<file path="src/rtl/dmem_pkg.sv">
// dmem_pkg: MMIO map, STATUS bit layout and decode/format helpers for dmem_responder.
package dmem_pkg;
  localparam logic [15:0] MMIO_BASE  = 16'hFFFF;
  localparam logic [15:0] CYCLE_OFF  = 16'h0000;
  localparam logic [15:0] TXDATA_OFF = 16'h0004;
  localparam logic [15:0] STATUS_OFF = 16'h0008;
  localparam int ST_EMPTY  = 0;
  localparam int ST_FULL   = 1;
  localparam int ST_OVF    = 2;
  localparam int ST_CNT_LO = 8;
  localparam int ST_CNT_HI = 15;
  typedef enum logic [1:0] {REG_CYCLE, REG_TXDATA, REG_STATUS, REG_NONE} mmio_reg_e;
  // Byte offset bits [1:0] are dropped: registers are word-accessed only.
  function automatic mmio_reg_e mmio_decode(input logic [15:0] off);
    return off[15:2] == CYCLE_OFF[15:2]  ? REG_CYCLE  :
           off[15:2] == TXDATA_OFF[15:2] ? REG_TXDATA :
           off[15:2] == STATUS_OFF[15:2] ? REG_STATUS : REG_NONE;
  endfunction
  function automatic logic [31:0] status_word(input logic empty, input logic full,
                                              input logic ovf, input logic [7:0] cnt);
    logic [31:0] w;
    w = '0;
    w[ST_EMPTY] = empty;
    w[ST_FULL] = full;
    w[ST_OVF] = ovf;
    w[ST_CNT_HI:ST_CNT_LO] = cnt;
    return w;
  endfunction
endpackage

</file>
<file path="src/rtl/dmem_responder_tx_fifo.sv">
// tx_fifo: power-of-two transmit FIFO with head output (0 when empty) and occupancy count.
module tx_fifo #(
  parameter int FIFO_DEPTH = 4
) (
  input  logic                          clk,
  input  logic                          rst_n,
  input  logic                          push_i,
  input  logic                          pop_i,
  input  logic [31:0]                   data_i,
  output logic [31:0]                   head_o,
  output logic                          empty_o,
  output logic                          full_o,
  output logic [$clog2(FIFO_DEPTH):0]   count_o
);
  localparam int PW = $clog2(FIFO_DEPTH);
  logic [31:0] buf_q [FIFO_DEPTH];
  logic [PW-1:0] wr_q, rd_q, wr_d, rd_d;
  logic [PW:0] cnt_q, cnt_d;
  logic do_push, do_pop;
  // Caller gates push on full; pop is guarded here so an empty FIFO never underflows.
  assign do_push = push_i && !full_o;
  assign do_pop = pop_i && !empty_o;
  assign wr_d = do_push ? wr_q + PW'(1) : wr_q;
  assign rd_d = do_pop ? rd_q + PW'(1) : rd_q;
  assign cnt_d = cnt_q + (PW+1)'(do_push) - (PW+1)'(do_pop);
  always_ff @(posedge clk) if (do_push) buf_q[wr_q] <= data_i;
  always_ff @(posedge clk or negedge rst_n)
    if (!rst_n) begin
      wr_q <= '0;
      rd_q <= '0;
      cnt_q <= '0;
    end else begin
      wr_q <= wr_d;
      rd_q <= rd_d;
      cnt_q <= cnt_d;
    end
  assign empty_o = cnt_q == '0;
  assign full_o = cnt_q == (PW+1)'(FIFO_DEPTH);
  assign count_o = cnt_q;
  assign head_o = empty_o ? '0 : buf_q[rd_q];
endmodule

</file>
<file path="src/rtl/dmem_responder.sv">
// dmem_responder: core data-port responder; word RAM with combinational reads and clocked writes.
// DMEM_MMIO_EN adds the 0xFFFF_xxxx window: CYCLE counter, TXDATA FIFO push, STATUS with sticky overflow.
module dmem_responder
  import dmem_pkg::*;
#(
  parameter int DEPTH      = 64,
  parameter int FIFO_DEPTH = 4
) (
  input  logic        clk,
  input  logic        reset,
  input  logic        MemWrite,
  input  logic [31:0] Addr,
  input  logic [31:0] WriteData,
  output logic [31:0] ReadData,
  output logic [31:0] OutData,
  output logic        OutValid,
  input  logic        OutReady
);
  localparam int AW = $clog2(DEPTH);
  logic [31:0] mem_q [DEPTH];
  logic [AW-1:0] idx;
  logic ram_we;
  assign idx = Addr[AW+1:2];
  always_ff @(posedge clk) if (ram_we) mem_q[idx] <= WriteData;
`ifdef DMEM_MMIO_EN
  localparam int CW = $clog2(FIFO_DEPTH) + 1;
  mmio_reg_e sel;
  logic is_mmio, mmio_we, push, pop, f_empty, f_full, ovf_q, ovf_d;
  logic [31:0] cycle_q, cycle_d, mmio_rd, head;
  logic [CW-1:0] f_cnt;
  assign is_mmio = Addr[31:16] == MMIO_BASE;
  assign sel = mmio_decode(Addr[15:0]);
  assign mmio_we = MemWrite && is_mmio;
  assign ram_we = MemWrite && !is_mmio;
  assign push = mmio_we && sel == REG_TXDATA;
  assign pop = OutValid && OutReady;
  assign cycle_d = cycle_q + 32'd1;
  // A push into a full FIFO sets overflow even when a W1C clear lands in the same cycle.
  assign ovf_d = (push && f_full) ? 1'b1 :
                 (mmio_we && sel == REG_STATUS && WriteData[ST_OVF]) ? 1'b0 : ovf_q;
  always_ff @(posedge clk or negedge reset)
    if (!reset) begin
      cycle_q <= '0;
      ovf_q <= 1'b0;
    end else begin
      cycle_q <= cycle_d;
      ovf_q <= ovf_d;
    end
  tx_fifo #(.FIFO_DEPTH(FIFO_DEPTH)) u_fifo (
    .clk(clk),
    .rst_n(reset),
    .push_i(push && !f_full),
    .pop_i(pop),
    .data_i(WriteData),
    .head_o(head),
    .empty_o(f_empty),
    .full_o(f_full),
    .count_o(f_cnt)
  );
  assign mmio_rd = sel == REG_CYCLE  ? cycle_q :
                   sel == REG_STATUS ? status_word(f_empty, f_full, ovf_q, 8'(f_cnt)) : '0;
  assign ReadData = is_mmio ? mmio_rd : mem_q[idx];
  assign OutValid = !f_empty;
  assign OutData = head;
`else
  logic unused_ok;
  assign unused_ok = ^{OutReady, Addr[31:AW+2], Addr[1:0]};
  assign ram_we = MemWrite;
  assign ReadData = mem_q[idx];
  assign OutValid = 1'b0;
  assign OutData = '0;
`endif
endmodule

</file>
<file path="config.mk">
export PLATFORM = sky130hd
export DESIGN_NAME = dmem_responder
export DESIGN_NICKNAME = d
export VERILOG_FILES = /design/src/rtl/dmem_pkg.sv /design/src/rtl/dmem_responder_tx_fifo.sv /design/src/rtl/dmem_responder.sv
export SDC_FILE = /design/constraint.sdc
export NUM_CORES = 2
export LEC_CHECK = 0
export BUFFER_PORTS_ARGS = -buffer_cell sky130_fd_sc_hd__buf_2
export CAP_MARGIN = 10
export CORE_AREA = 2 2 447 449
export DETAILED_ROUTE_END_ITERATION = 8
export DIE_AREA = 0 0 449 451
export GPL_TIMING_DRIVEN = 0
export SETUP_SLACK_MARGIN = 0.5
export SLEW_MARGIN = 20
export SYNTH_ARGS = -nofsm -noshare
export SYNTH_HDL_FRONTEND = slang
export SYNTH_SLANG_ARGS = --single-unit
</file>
<file path="constraint.sdc">
create_clock -name clk -period 4.69 [get_ports clk]
set_input_delay 0.469 -clock clk [delete_from_list [all_inputs] [get_ports clk]]
set_output_delay 0.469 -clock clk [all_outputs]
set_load 0.1 [all_outputs]
</file>
After elaboration in Yosys (flattened, before gate mapping) --
Memory sizes are Yosys's and may differ from the RTL's. Cells that the tools add are included.
Storage, ports and cells: register bits 0, memories 1, output and inout bits 65, input port bits 68, RAM bits 2048, logic and storage cells 3
Memories:
- mem_q | words 64, bits a word 32, rd ports 1, clocked after memory_dff 0, write ports 1, RTL line dmem_responder.sv:20 | logic [31:0] mem_q [DEPTH];
Operators by class: multiplexer cells 2
Operator list (number):
- $mux 1 | 2

Logic depth before layout (Yosys ltp) --
depth after elaboration 2, gate-level depth with buffers 13, mapped depth without buffers 6

Worst setup path after synthesis --
No wires, ideal clock.
path kind input -> output, start input Addr[4], end output ReadData[0], arrival 3393 ps, setup slack 828 ps, cell stages on the path 11, buffers on the path 6, required time 4221 ps, cell sequence buf_2 buf_2 buf_2 buf_2 buf_2 buf_2 mux4_2 nand2_1 nand3_1 a2111oi_0 nand4_1
Between the ends: cells in the longest elaborated chain, start to end 1
RTL lines:
- start, declared | RTL line dmem_responder.sv:12 | input logic [31:0] Addr,
- $mem_v2 64x32
- end, declared | RTL line dmem_responder.sv:14 | output logic [31:0] ReadData,
No other way between the ends.

Worst setup path in the final report --
start input Addr[7], end output ReadData[23]
Same word-level chain as after synthesis.

==> results.md <==
- Status: complete, no violations
- Unique cell type count in the Yosys netlist: 56
- Crit Path Max Fanout: 10
- Largest registers: mem_q (2048)
- Area grow syn2layout: 17.3%
- Number of synthesized flops with an enable pin: 2048
- Critical path capture point type: primary output
- Design area: just over 90000 sq um
- Cell area power density: between 400 and 500 nW/um^2
- Via Count: roughly 44000
- CP Launch Type: input pin
- Num ports: between 100 and 150
- Post-Synth Simple-Gate Area: 2.82%
- Root buffer cell: clkbuf_16
- H-tree levels: 4
- DR iter-0 viols: 6121
- DR vias/cell: 5.97
- Final Hold Viols: 0
- Routed Antenna Nets: 0
- Register area share after synthesis: 78.3%
- Worst min-delay path class: in2reg
- DIE WIDTH: 449 um
- Core outline area: 198000 sq um
- Routed WL: 240000 um
- Hold WS: 0.0609 ns
- Largest family of logic cells by synthesized area: compound AO/OA/AOI/OAI gates
- Final period utilization: between 90% and 100%
- Total congestion overflow: 0
- Post-synth ARST share: 0%
- First-pass GRT wire length: 331000 um
- Synth Flop Type: edfxtp_1
- Syn Area/Cell: 18.5 sq um
- HPWL Detailed: 156000 um
- Commonest non-fill, non-tap cell in the layout: edfxtp_1
- Vias in the first global route: roughly 43000
- Max Clk Rate: 236 MHz
- IO Port Bufs: 70
- Lkg Pwr: around 30 nW
- Yosys reg bits: 2048
- Clk slew on worst S/H paths: 0.07 ns
- Adder-Cell Fraction of Synth Area: 0%
- Vert. Die Dim: 451 um
- Initial antenna violation count: 12
- Synthesized area: 78500 sq um
- Final min period: 4.24 ns
- Syn Inst Count: 4241
- Arr. time, crit path: 3.78 ns
- VDD IR max: 0.000418 V
- Commonest non-fill, non-tap cells in the layout: edfxtp_1 (2048), mux2i_1 (241), clkbuf_16 (203)
- Clock tree buffer depth: 3
- Dpl cell area: 84600 sq um
- Largest net degree at the start of global routing: 65
- Nets: 4696
- Routed WL per cell: about 32 um
- Post-Synth XOR/XNOR Area: 0%
- Worst-margin pin slew: 1.04 ns
- Slew margin rel.: between 30 and 40%
- Syn. warnings: 0
- GP Congestion: between 0.9 and 1
- Num CTS Buffers: between 150 and 200
- Compound-Gate Fraction of Synth Area: 8.70%
- Reg with most FFs: mem_q
- Drc violations: 0
- CTS tree: done
- Max-cap check violation count: 0
- Row count: 164
- Final Core Density: 46.5%
- Initial Util: 39.6%
- CP required: 4.22 ns
- Max-slew violations: 0
- RSZ-0062 raised after global routing: yes
- Sum of negative setup slack: 0 ns
- Fraction of layout cells with a size suffix above 1: roughly 23%
- Sink Count: ~2000
- Multiplexer share of the synthesized area: 8.16%
- Final setup violation count: 0
- Setup Crit Path Kind: in2out
- DIE AREA: 202000 sq um
- Total track usage: a little under a quarter
- Max reg flops: 2048
- Drt pass-1 iters: 8
cell type report:
class	count	area [sq um]
Antenna cell	3	7.51
Sequential cell	2048	61500
Clock buffer	258	5290
Timing Repair Buffer	155	2270
Clock inverter	107	758
Fill cell	16800	106000
Multi-Input combinational cell	1892	16900
Tap cell	2656	3320
Inverter	2	11.3
Buffer	331	2110
final timing paths:
| path | start | endpoint | cells after the start |
|---|---|---|---|
| max | Addr[7] | ReadData[23] | 7 |
| min | WriteData[31] | mem_q[49][31] | 1 |
critical path, stage by stage:
cell and delay [ns]:
buf_2 0.20, clkbuf_1 0.35, nand2_2 0.58, clkbuf_1 0.75
o22ai_1 0.40, or4_4 0.71, buf_4 0.28
cells by family after synthesis:
kind of cell           Yosys count
and+or+nand+nor                424
other                            1
AOI/OAI and AO/OA              933
DFF                           2048
buffers and inverters          333
muxes                          502
repair_timing:
item	CTS	global route
endpoints found under the hold margin	10	0
setup buffers	6	0
setup endpoints to repair	487	26
gates resized for setup	371	88
pin swaps	13	11
hold buffers	1	0
metrics by stage:
stage | worst slack, ns | total power, mW | std cells
floorplan | 0.828 | 22.1 | 4273
global placement | -2.54 | 23.3 | 6999
detailed placement | -1.22 | 23.3 | 7076
CTS | 0.437 | 38.4 | 7448
global route | 0.449 | 39.2 | 7450
finish | 0.446 | 38.3 | 7452
cells in the mapped netlist, types with 33 or more instances:
library cell,number,area [sq um]
edfxtp_1,2048,61500
mux2i_1,259,2590
a22oi_1,188,1410
a221oi_1,175,1530
clkbuf_1,168,631
mux2_2,147,1660
nor2_1,145,544
a21oi_1,121,606
mux4_2,96,2160
o22ai_1,93,582
and3_1,85,532
o21ai_0,84,420
buf_2,83,415
o22a_1,70,613
a22o_1,66,578
nand3_1,54,270
a31oi_1,43,269
buf_4,41,308
buf_1,33,124
where the power goes:
group	internal, mW	switching [mW]	total, mW	leakage, nW
logic	0.773	2.11	2.88	8.15
registers	20.3	0.0271	20.3	18.4
clock network	8.36	6.81	15.2	2.96
metal layers:
metal	wire, um	vias to the layer above	track usage [%]
li1	-	18392	-
met1	93000	23059	30.7
met2	110000	2546	36.0
met3	24200	487	5.44
met4	12900	12	10.7
met5	70	-	0
No activity file was read; power rests on OpenSTA's default activity.
